**src/rtl/core_pkg.sv**
```systemverilog
// Shared opcode constants and state/class enums for the core sequencer.
package core_pkg;

    localparam logic [6:0] OP_R      = 7'h33;
    localparam logic [6:0] OP_I      = 7'h13;
    localparam logic [6:0] OP_LOAD   = 7'h03;
    localparam logic [6:0] OP_STORE  = 7'h23;
    localparam logic [6:0] OP_BRANCH = 7'h63;
    localparam logic [6:0] OP_JAL    = 7'h6F;
    localparam logic [6:0] OP_JALR   = 7'h67;
    localparam logic [6:0] OP_LUI    = 7'h37;
    localparam logic [6:0] OP_AUIPC  = 7'h17;
    localparam logic [6:0] OP_SYSTEM = 7'h73;

    // Latency counter width; covers MEM_LATENCY up to 8 (counts 0..7).
    localparam int CNT_W = 3;

    typedef enum logic [2:0] {
        S_FETCH,
        S_DECODE,
        S_EXECUTE,
        S_MEM,
        S_WB,
        S_HALT
    } seq_state_t;

    typedef enum logic [2:0] {
        C_ALU,
        C_LOAD,
        C_STORE,
        C_BRANCH,
        C_JUMP,
        C_SYSTEM,
        C_ILLEGAL
    } inst_class_t;

endpackage

```
**src/rtl/inst_class_decode.sv**
```systemverilog
// Combinational instruction classifier: opcode to class, plus whether rd is written.
module inst_class_decode
    import core_pkg::*;
(
    input  logic [11:0]  ir,
    output inst_class_t  cls,
    output logic         writes_rd
);

    always_comb begin
        cls = C_ILLEGAL;
        case (ir[6:0])
            OP_R, OP_I, OP_LUI, OP_AUIPC: cls = C_ALU;
            OP_LOAD:                      cls = C_LOAD;
            OP_STORE:                     cls = C_STORE;
            OP_BRANCH:                    cls = C_BRANCH;
            OP_JAL, OP_JALR:              cls = C_JUMP;
            OP_SYSTEM:                    cls = C_SYSTEM;
            default:                      cls = C_ILLEGAL;
        endcase
    end

    // x0 is hardwired, so a write to it is suppressed here rather than in the regfile.
    assign writes_rd = ((cls == C_ALU) || (cls == C_LOAD) || (cls == C_JUMP)) &&
                       (ir[11:7] != 5'd0);

endmodule

```
**src/rtl/core_sequencer.sv**
```systemverilog
// Multi-cycle fetch/decode/execute/mem/writeback sequencer owning PC, IR,
// write strobes, halt/fault status and the retired-instruction counter.
module core_sequencer
    import core_pkg::*;
#(
    parameter logic [31:0] RESET_PC    = 32'h0000_0000,
    parameter int          MEM_LATENCY = 1
)
(
    input  logic        clk,
    input  logic        rst_b,
    input  logic        stall,
    input  logic [31:0] inst,
    input  logic        branch_taken,
    input  logic [31:0] jump_target,
    output logic [31:0] inst_addr,
    output logic [31:0] ir,
    output logic        rf_we,
    output logic        mem_read_en,
    output logic        mem_write_en,
    output logic        retire,
    output logic [31:0] instret,
    output logic        halted,
    output logic        fault
);

    localparam logic [CNT_W-1:0] LAST = CNT_W'(MEM_LATENCY - 1);

    seq_state_t       state, state_nx;
    logic [CNT_W-1:0] cnt, cnt_nx;
    logic [31:0]      pc, npc, npc_calc;
    inst_class_t      cls;
    logic             writes_rd;
    logic             ir_ld, npc_ld, halt_set, fault_set;
    logic             wb_raw, rd_raw, wr_raw, active;

    inst_class_decode u_dec (
        .ir        (ir[11:0]),
        .cls       (cls),
        .writes_rd (writes_rd)
    );

    // Strobes vanish immediately on stall or reset assertion, not at the next edge.
    assign active = !stall && !rst_b;

    assign npc_calc = ((cls == C_JUMP) || ((cls == C_BRANCH) && branch_taken)) ?
                      jump_target : pc + 32'd4;

    always_comb begin
        state_nx  = state;
        cnt_nx    = cnt;
        ir_ld     = 1'b0;
        npc_ld    = 1'b0;
        halt_set  = 1'b0;
        fault_set = 1'b0;
        wb_raw    = 1'b0;
        rd_raw    = 1'b0;
        wr_raw    = 1'b0;
        case (state)
            S_FETCH: begin
                if (cnt == LAST) begin
                    ir_ld    = 1'b1;
                    cnt_nx   = '0;
                    state_nx = S_DECODE;
                end else begin
                    cnt_nx = cnt + 1'b1;
                end
            end
            S_DECODE: begin
                case (cls)
                    C_SYSTEM: begin
                        halt_set = 1'b1;
                        state_nx = S_HALT;
                    end
                    C_ILLEGAL: begin
                        halt_set  = 1'b1;
                        fault_set = 1'b1;
                        state_nx  = S_HALT;
                    end
                    default: state_nx = S_EXECUTE;
                endcase
            end
            S_EXECUTE: begin
                // A misaligned target faults before PC moves, so PC keeps the culprit's address.
                if (npc_calc[1:0] != 2'b00) begin
                    halt_set  = 1'b1;
                    fault_set = 1'b1;
                    state_nx  = S_HALT;
                end else begin
                    npc_ld   = 1'b1;
                    state_nx = ((cls == C_LOAD) || (cls == C_STORE)) ? S_MEM : S_WB;
                end
            end
            S_MEM: begin
                if (cls == C_STORE) begin
                    wr_raw   = 1'b1;
                    state_nx = S_WB;
                end else begin
                    rd_raw = 1'b1;
                    if (cnt == LAST) begin
                        cnt_nx   = '0;
                        state_nx = S_WB;
                    end else begin
                        cnt_nx = cnt + 1'b1;
                    end
                end
            end
            S_WB: begin
                wb_raw   = 1'b1;
                state_nx = S_FETCH;
            end
            S_HALT:  state_nx = S_HALT;
            default: state_nx = S_HALT;
        endcase
    end

    always_ff @(posedge clk or posedge rst_b) begin
        if (rst_b) begin
            state <= S_FETCH;
        end else if (!stall) begin
            state <= state_nx;
        end
    end

    always_ff @(posedge clk or posedge rst_b) begin
        if (rst_b) begin
            cnt     <= '0;
            pc      <= RESET_PC;
            npc     <= RESET_PC;
            ir      <= '0;
            instret <= '0;
            halted  <= 1'b0;
            fault   <= 1'b0;
        end else if (!stall) begin
            cnt <= cnt_nx;
            if (ir_ld)     ir      <= inst;
            if (npc_ld)    npc     <= npc_calc;
            if (halt_set)  halted  <= 1'b1;
            if (fault_set) fault   <= 1'b1;
            if (wb_raw) begin
                pc      <= npc;
                instret <= instret + 32'd1;
            end
        end
    end

    assign inst_addr    = pc;
    assign retire       = wb_raw & active;
    assign rf_we        = wb_raw & writes_rd & active;
    assign mem_read_en  = rd_raw & active;
    assign mem_write_en = wr_raw & active;

endmodule

```
**config.mk**
```make
export PLATFORM = sky130hd
export DESIGN_NAME = core_sequencer
export DESIGN_NICKNAME = d
export VERILOG_FILES = /design/src/rtl/core_pkg.sv /design/src/rtl/inst_class_decode.sv /design/src/rtl/core_sequencer.sv
export SDC_FILE = /design/constraint.sdc
export NUM_CORES = 1
export LEC_CHECK = 0
export BUFFER_PORTS_ARGS = -buffer_cell sky130_fd_sc_hd__buf_2
export CORE_ASPECT_RATIO = 0.5
export CORE_MARGIN = 3
export CORE_UTILIZATION = 50
export CTS_CLUSTER_DIAMETER = 60
export DETAILED_ROUTE_END_ITERATION = 12
export GPL_TIMING_DRIVEN = 0
export PLACE_DENSITY_LB_ADDON = 0.15
export SKIP_LAST_GASP = 1
export SYNTH_ARGS = -nofsm -noshare
export SYNTH_HDL_FRONTEND = slang
export SYNTH_HIERARCHICAL = 1
export SYNTH_SLANG_ARGS = --single-unit
export TNS_END_PERCENT = 100
```
**constraint.sdc**
```tcl
create_clock -name clk -period 11.85 [get_ports clk]
set_clock_uncertainty 0.15 [all_clocks]
set_input_delay 2.37 -clock clk [delete_from_list [all_inputs] [get_ports clk]]
set_output_delay 2.37 -clock clk [all_outputs]
set_load 0.01 [all_outputs]
```
* Word level (Yosys, flattened, before mapping)
Index checks and enable logic that the tools add are counted.
** Storage, ports and cells
- Register bits :: 136
- Latch bits :: 0
- Memory bits (writable) :: 0
- Memory bits (read-only) :: 0
- Input bits :: 68
- Output and inout bits :: 102
- Word-level logic and storage cells :: 91
- Memories kept :: 0
** Cells by class
- Add/sub/neg operators :: 3
- Multiply operators :: 0
- Div/mod/pow operators :: 0
- Magnitude comparators :: 0
- Equality and inequality tests :: 23
- Shift operators :: 0
- Multiplexer cells :: 26
- Bitwise gates (word level) :: 6
- Reductions and logical operators :: 25
** Operator list (count)
- $add A32 B1 Y32 const B :: 1
- $add A32 B3 Y32 const B :: 1
- $mux W32 :: 1
- $eq A7 B7 Y1 const B :: 4
- $mux W3 :: 8
- $eq A7 B6 Y1 const B :: 3
- $pmux W3 S6 :: 1
- $pmux W3 S5 :: 1
- $eq A7 B5 Y1 const B :: 2
- $eq A3 B2 Y1 const B :: 4
- $eq A3 B3 Y1 const B :: 4
- $mux W1 :: 12
- $reduce_and A2 Y1 :: 5
- $logic_not A3 Y1 :: 3
- $eq A7 B2 Y1 const B :: 1
- $eq A3 B1 Y1 const B :: 2
- $pmux W3 S2 :: 1
- $reduce_and A3 Y1 :: 2
- $and A1 B1 Y1 :: 5
- $reduce_bool A5 Y1 :: 1
- $logic_or A1 B1 Y1 :: 4
- $ne A2 B2 Y1 const B :: 2
- $pmux W1 S2 :: 2
- $reduce_bool A2 Y1 :: 2
- other kinds (7) :: 11

* Logic depth before layout (Yosys ltp)
- Word-level depth :: 11
- Gate-level depth with buffers :: 11
- Gate-level depth less buffers :: 9

* By module
The synthesis kept the hierarchy.
** By module, submodules not included
- core_sequencer :: times used 1, cells an instance 637, area an instance 6381.1 sq um, sequential area each 3403.3 sq um
- inst_class_decode :: times used 1, cells an instance 19, area an instance 110.1 sq um, sequential area each 0.0 sq um

* Least setup slack after synthesis
OpenSTA, ideal clock, no wires.
- Path type :: input-to-output
- Start point :: input stall
- End point :: output rf_we
- Data arrival time :: 3.645 ns
- Required time :: 9.330 ns
- Slack :: 5.685 ns
- Stages on the path :: 5
- Buffers on the path :: 2
- Cells stage by stage :: buf_6 -> or4b_4 -> clkbuf_1 -> nor2_1 -> and2_1
** On the way
- Longest elaborated chain between the ends :: 3
** RTL lines
- start: declaration :: RTL line core_sequencer.sv:12 : input logic stall,
- $logic_not A1 Y1
- $logic_and A1 B1 Y1 :: RTL line core_sequencer.sv:44 : assign active = !stall && !rst_b;
- $and A1 B1 Y1 :: RTL line core_sequencer.sv:149 : assign rf_we = wb_raw & writes_rd & active;
- end: declaration :: RTL line core_sequencer.sv:18 : output logic rf_we,
Every way passes these cells.

* Final worst setup path
Ends and elaborated chain as after synthesis.

==> metrics.cfg <==
[floorplanning]
initial_core_util_pct=53.1
chipWidth_um=167
core.rowCount=28
die_h_um=86.6
area_of_the_die_um2=14500
placeableCoreArea_um2=12200
io-pin-count=170

[cts]
clock_latency_ps=410
clkSlewWorstSetupHoldPaths_ps=60
cts_made_buffers=17
clock_sinks=136
tritoncts_clock_tree=yes
clk_root_buffer_cell=sky130_fd_sc_hd__clkbuf_16
cts_setup_buffers=0
ctsHoldBuffers=0
ctsResizeCount=0
clock_path_buffers=2
h-tree-depth=4

[yosys]
synth_flop_cell=sky130_fd_sc_hd__dfrtp_1
synth.avg_cell_area_um2=9.90
basic_gate_share_of_the_synthesized_area_counting_and_or_nand_and_nor_cells_pct=23.0
yosys.area_share.adder_pct=0.771
ys_ff_latch=136
synth_seq_area_share_pct=52.4
synthesis.instances=656
synth_top_family_by_area=simple AND/OR/NAND/NOR gates
synth-async-reset-ratio_pct=100
synth_warnings=6
synth-compound-area-share_pct=7.21
synthDistinctLibCells=50
synth_nets=728
synth-edff-count=0
post_synth_xor_area_fraction_pct=7.96
post_synth_instance_area_um2=6490
synth.area.mux_share_pct=6.21

[final_layout]
layout-drive-gt1-share_pct=29.3
most_common_cell_after_layout_fill_and_taps_aside=sky130_fd_sc_hd__buf_2
multi_input_area_um2=2930
most-common-layout-cells=sky130_fd_sc_hd__buf_2, sky130_fd_sc_hd__nand2_1, sky130_fd_sc_hd__dfrtp_1
insertedDiodeCount=0
area.growth.synth_to_final_pct=26.8
design.final.nets=916
regArea_um2=3400
nFillCells=1007
instances_no_fill=1022
final_design_area_no_fill_um2=8230

[power]
vdd_ir_drop_max_uv=120
powerDensity_nw_per_um2=197
power_leakage_nw=4.13

[sta]
timing_hold_violations_final=0
maxSlewViolCount=0
grt_setup_unrepaired=false
worst_pin_slew_ps=1210
setup_viol=0
min_period_over_period_pct=54.4
slew_headroom_pct=18.8
fmax_mhz=155
fin_setup_tns_ps=0
fin_worst_hold_slack_ps=301
finalWorstPathRequiredPeriod_ps=6450

[placement]
dpl.hpwl_um=11700
dpl-instance-area_um2=7570
place.gp.congestion=0.867
dp.cells=990
place.port_buffers=168

[global_route]
grt_pass1_vias=5516
gr-max-usage-layer=met2
grt_use_met2_pct=37.8
track_usage_pct=23.3
groute.layer.met1.usage_pct=30.8
global_route.usage.met3_pct=7.29
maximum_number_of_pins_on_one_net_before_global_route_repair=87
antenna_found_initial=2
grt_remaining_overflow=0
global_route_wire_length_before_repair_um=27200

[route]
first_iter_violations=480
drt_drc_violations_left=0
routed_wire_length_per_instance_um=16.3
vias=5562
dr.pass1.iters=5
antenna_violating_nets_post_route=0
totalWireLength_um=16600
routed_via_density=5.44

[worst_setup_path]
worst-path-max-fanout=10
regToRegStartpoint=ir[6]
endpoint=rf_we
timing.reg2reg.worst_path_depth=9
crit_path_start=stall
worst-setup-path-type=input pin to output port
setup.reg_to_reg.worst_slack_ps=8250
endpoint_kind=output port
worst_r2r_endpoint=npc[26]
kind_of_start_point_of_the_critical_path=input pin
required_ps=9330
worst-endpoint-arrival_ps=3930

[hold_path]
min-delay-path-class=flip-flop to flip-flop

[status]
outcome=finished clean

[run]
drv.max_cap_violation_count=0

==> power breakdown <==
part | leakage [nW] | switching (mW) | internal [mW]
Sequential | 1.79 | 0.0736 | 0.550
Combinational | 2.03 | 0.227 | 0.177
Clock | 0.314 | 0.208 | 0.382
Total | 4.13 | 0.509 | 1.11
==> state kept, by name, summed over array words and instances, names as in the netlist <==
signal and cells:
inst_addr 32, state 3, fault 1, halted 1
ir 32, npc 32, cnt 3, instret 32
==> through the flow <==
step	power [mW]	util (%)	worst slack [ps]
global route	1.70	67.3	5310
global placement	1.02	61.7	4020
finish	1.62	67.3	5400
floorplan	0.877	-	5680
CTS	1.63	67.3	5390
detailed placement	1.03	61.9	5400
==> synthesized netlist by cell type (all sizes together) (2+ instances only) <==
library cell | instances | area, µm²
nand4 | 22 | 138
nor4 | 10 | 111
o21bai | 2 | 15.0
nand2b | 3 | 18.8
ha | 4 | 50.1
nand4b | 3 | 26.3
nor3 | 9 | 45.0
a21o | 3 | 22.5
nor3b | 4 | 30.0
nor2b | 3 | 18.8
and4 | 6 | 55.1
mux2i | 2 | 20.0
a31oi | 2 | 12.5
xor2 | 30 | 263
mux2 | 34 | 383
clkbuf | 18 | 67.6
inv | 11 | 41.3
o22ai | 3 | 18.8
a21oi | 14 | 70.1
and2 | 3 | 18.8
and3 | 14 | 87.6
dfrtp | 136 | 3400
nor2 | 37 | 139
o211ai | 9 | 67.6
a211oi | 2 | 15.0
nand2 | 148 | 556
nand3 | 39 | 195
buf | 8 | 47.5
o21ai | 30 | 150
a22oi | 6 | 45.0
xnor2 | 29 | 254
==> cells by family (layout without fill, tap and decap cells) <==
kind of cell	Yosys count	count (layout)
simple gates	307	307
flops	136	136
compound gates	77	77
xor+xnor	59	59
buf+inv	37	238
mux	36	36
fa+ha+maj	4	4
==> critical path, stage by stage <==
cell and delay, ps:
sky130_fd_sc_hd__buf_6 120, sky130_fd_sc_hd__or4b_4 560, sky130_fd_sc_hd__clkbuf_1 350, sky130_fd_sc_hd__nor2_1 240, sky130_fd_sc_hd__and2_1 160, sky130_fd_sc_hd__buf_2 130
==> routing by layer <==
| metal | vias up | share of wire, % |
|---|---|---|
| li1 | 2650 | - |
| met1 | 2706 | 45 |
| met2 | 179 | 46 |
| met3 | 23 | 7.6 |
| met4 | 4 | 1.0 |
| met5 | - | 0.090 |
==> final cells by class <==
cell class              instances  area share [%]
plain buffers                  26            1.40
flip-flops and latches        136            41.3
well taps                     165            2.51
repair buffers                169            10.5
clock buffers                  19            5.38
inverters                      11           0.562
clock inverters                13            2.64
multi-input cells             483            35.6
==> worst min path at each step <==
stage	start	to	slack, ps	cells after the start
2_1_floorplan	npc[0]	inst_addr[0]	280	2
3_3_place_gp	halted	halted	290	1
3_5_place_dp	halted	halted	290	1
4_1_cts	halted	halted	310	1
5_1_grt	halted	halted	340	1
6_report	halted	halted	300	1
Note: power is estimated with default switching activity, not from simulation.
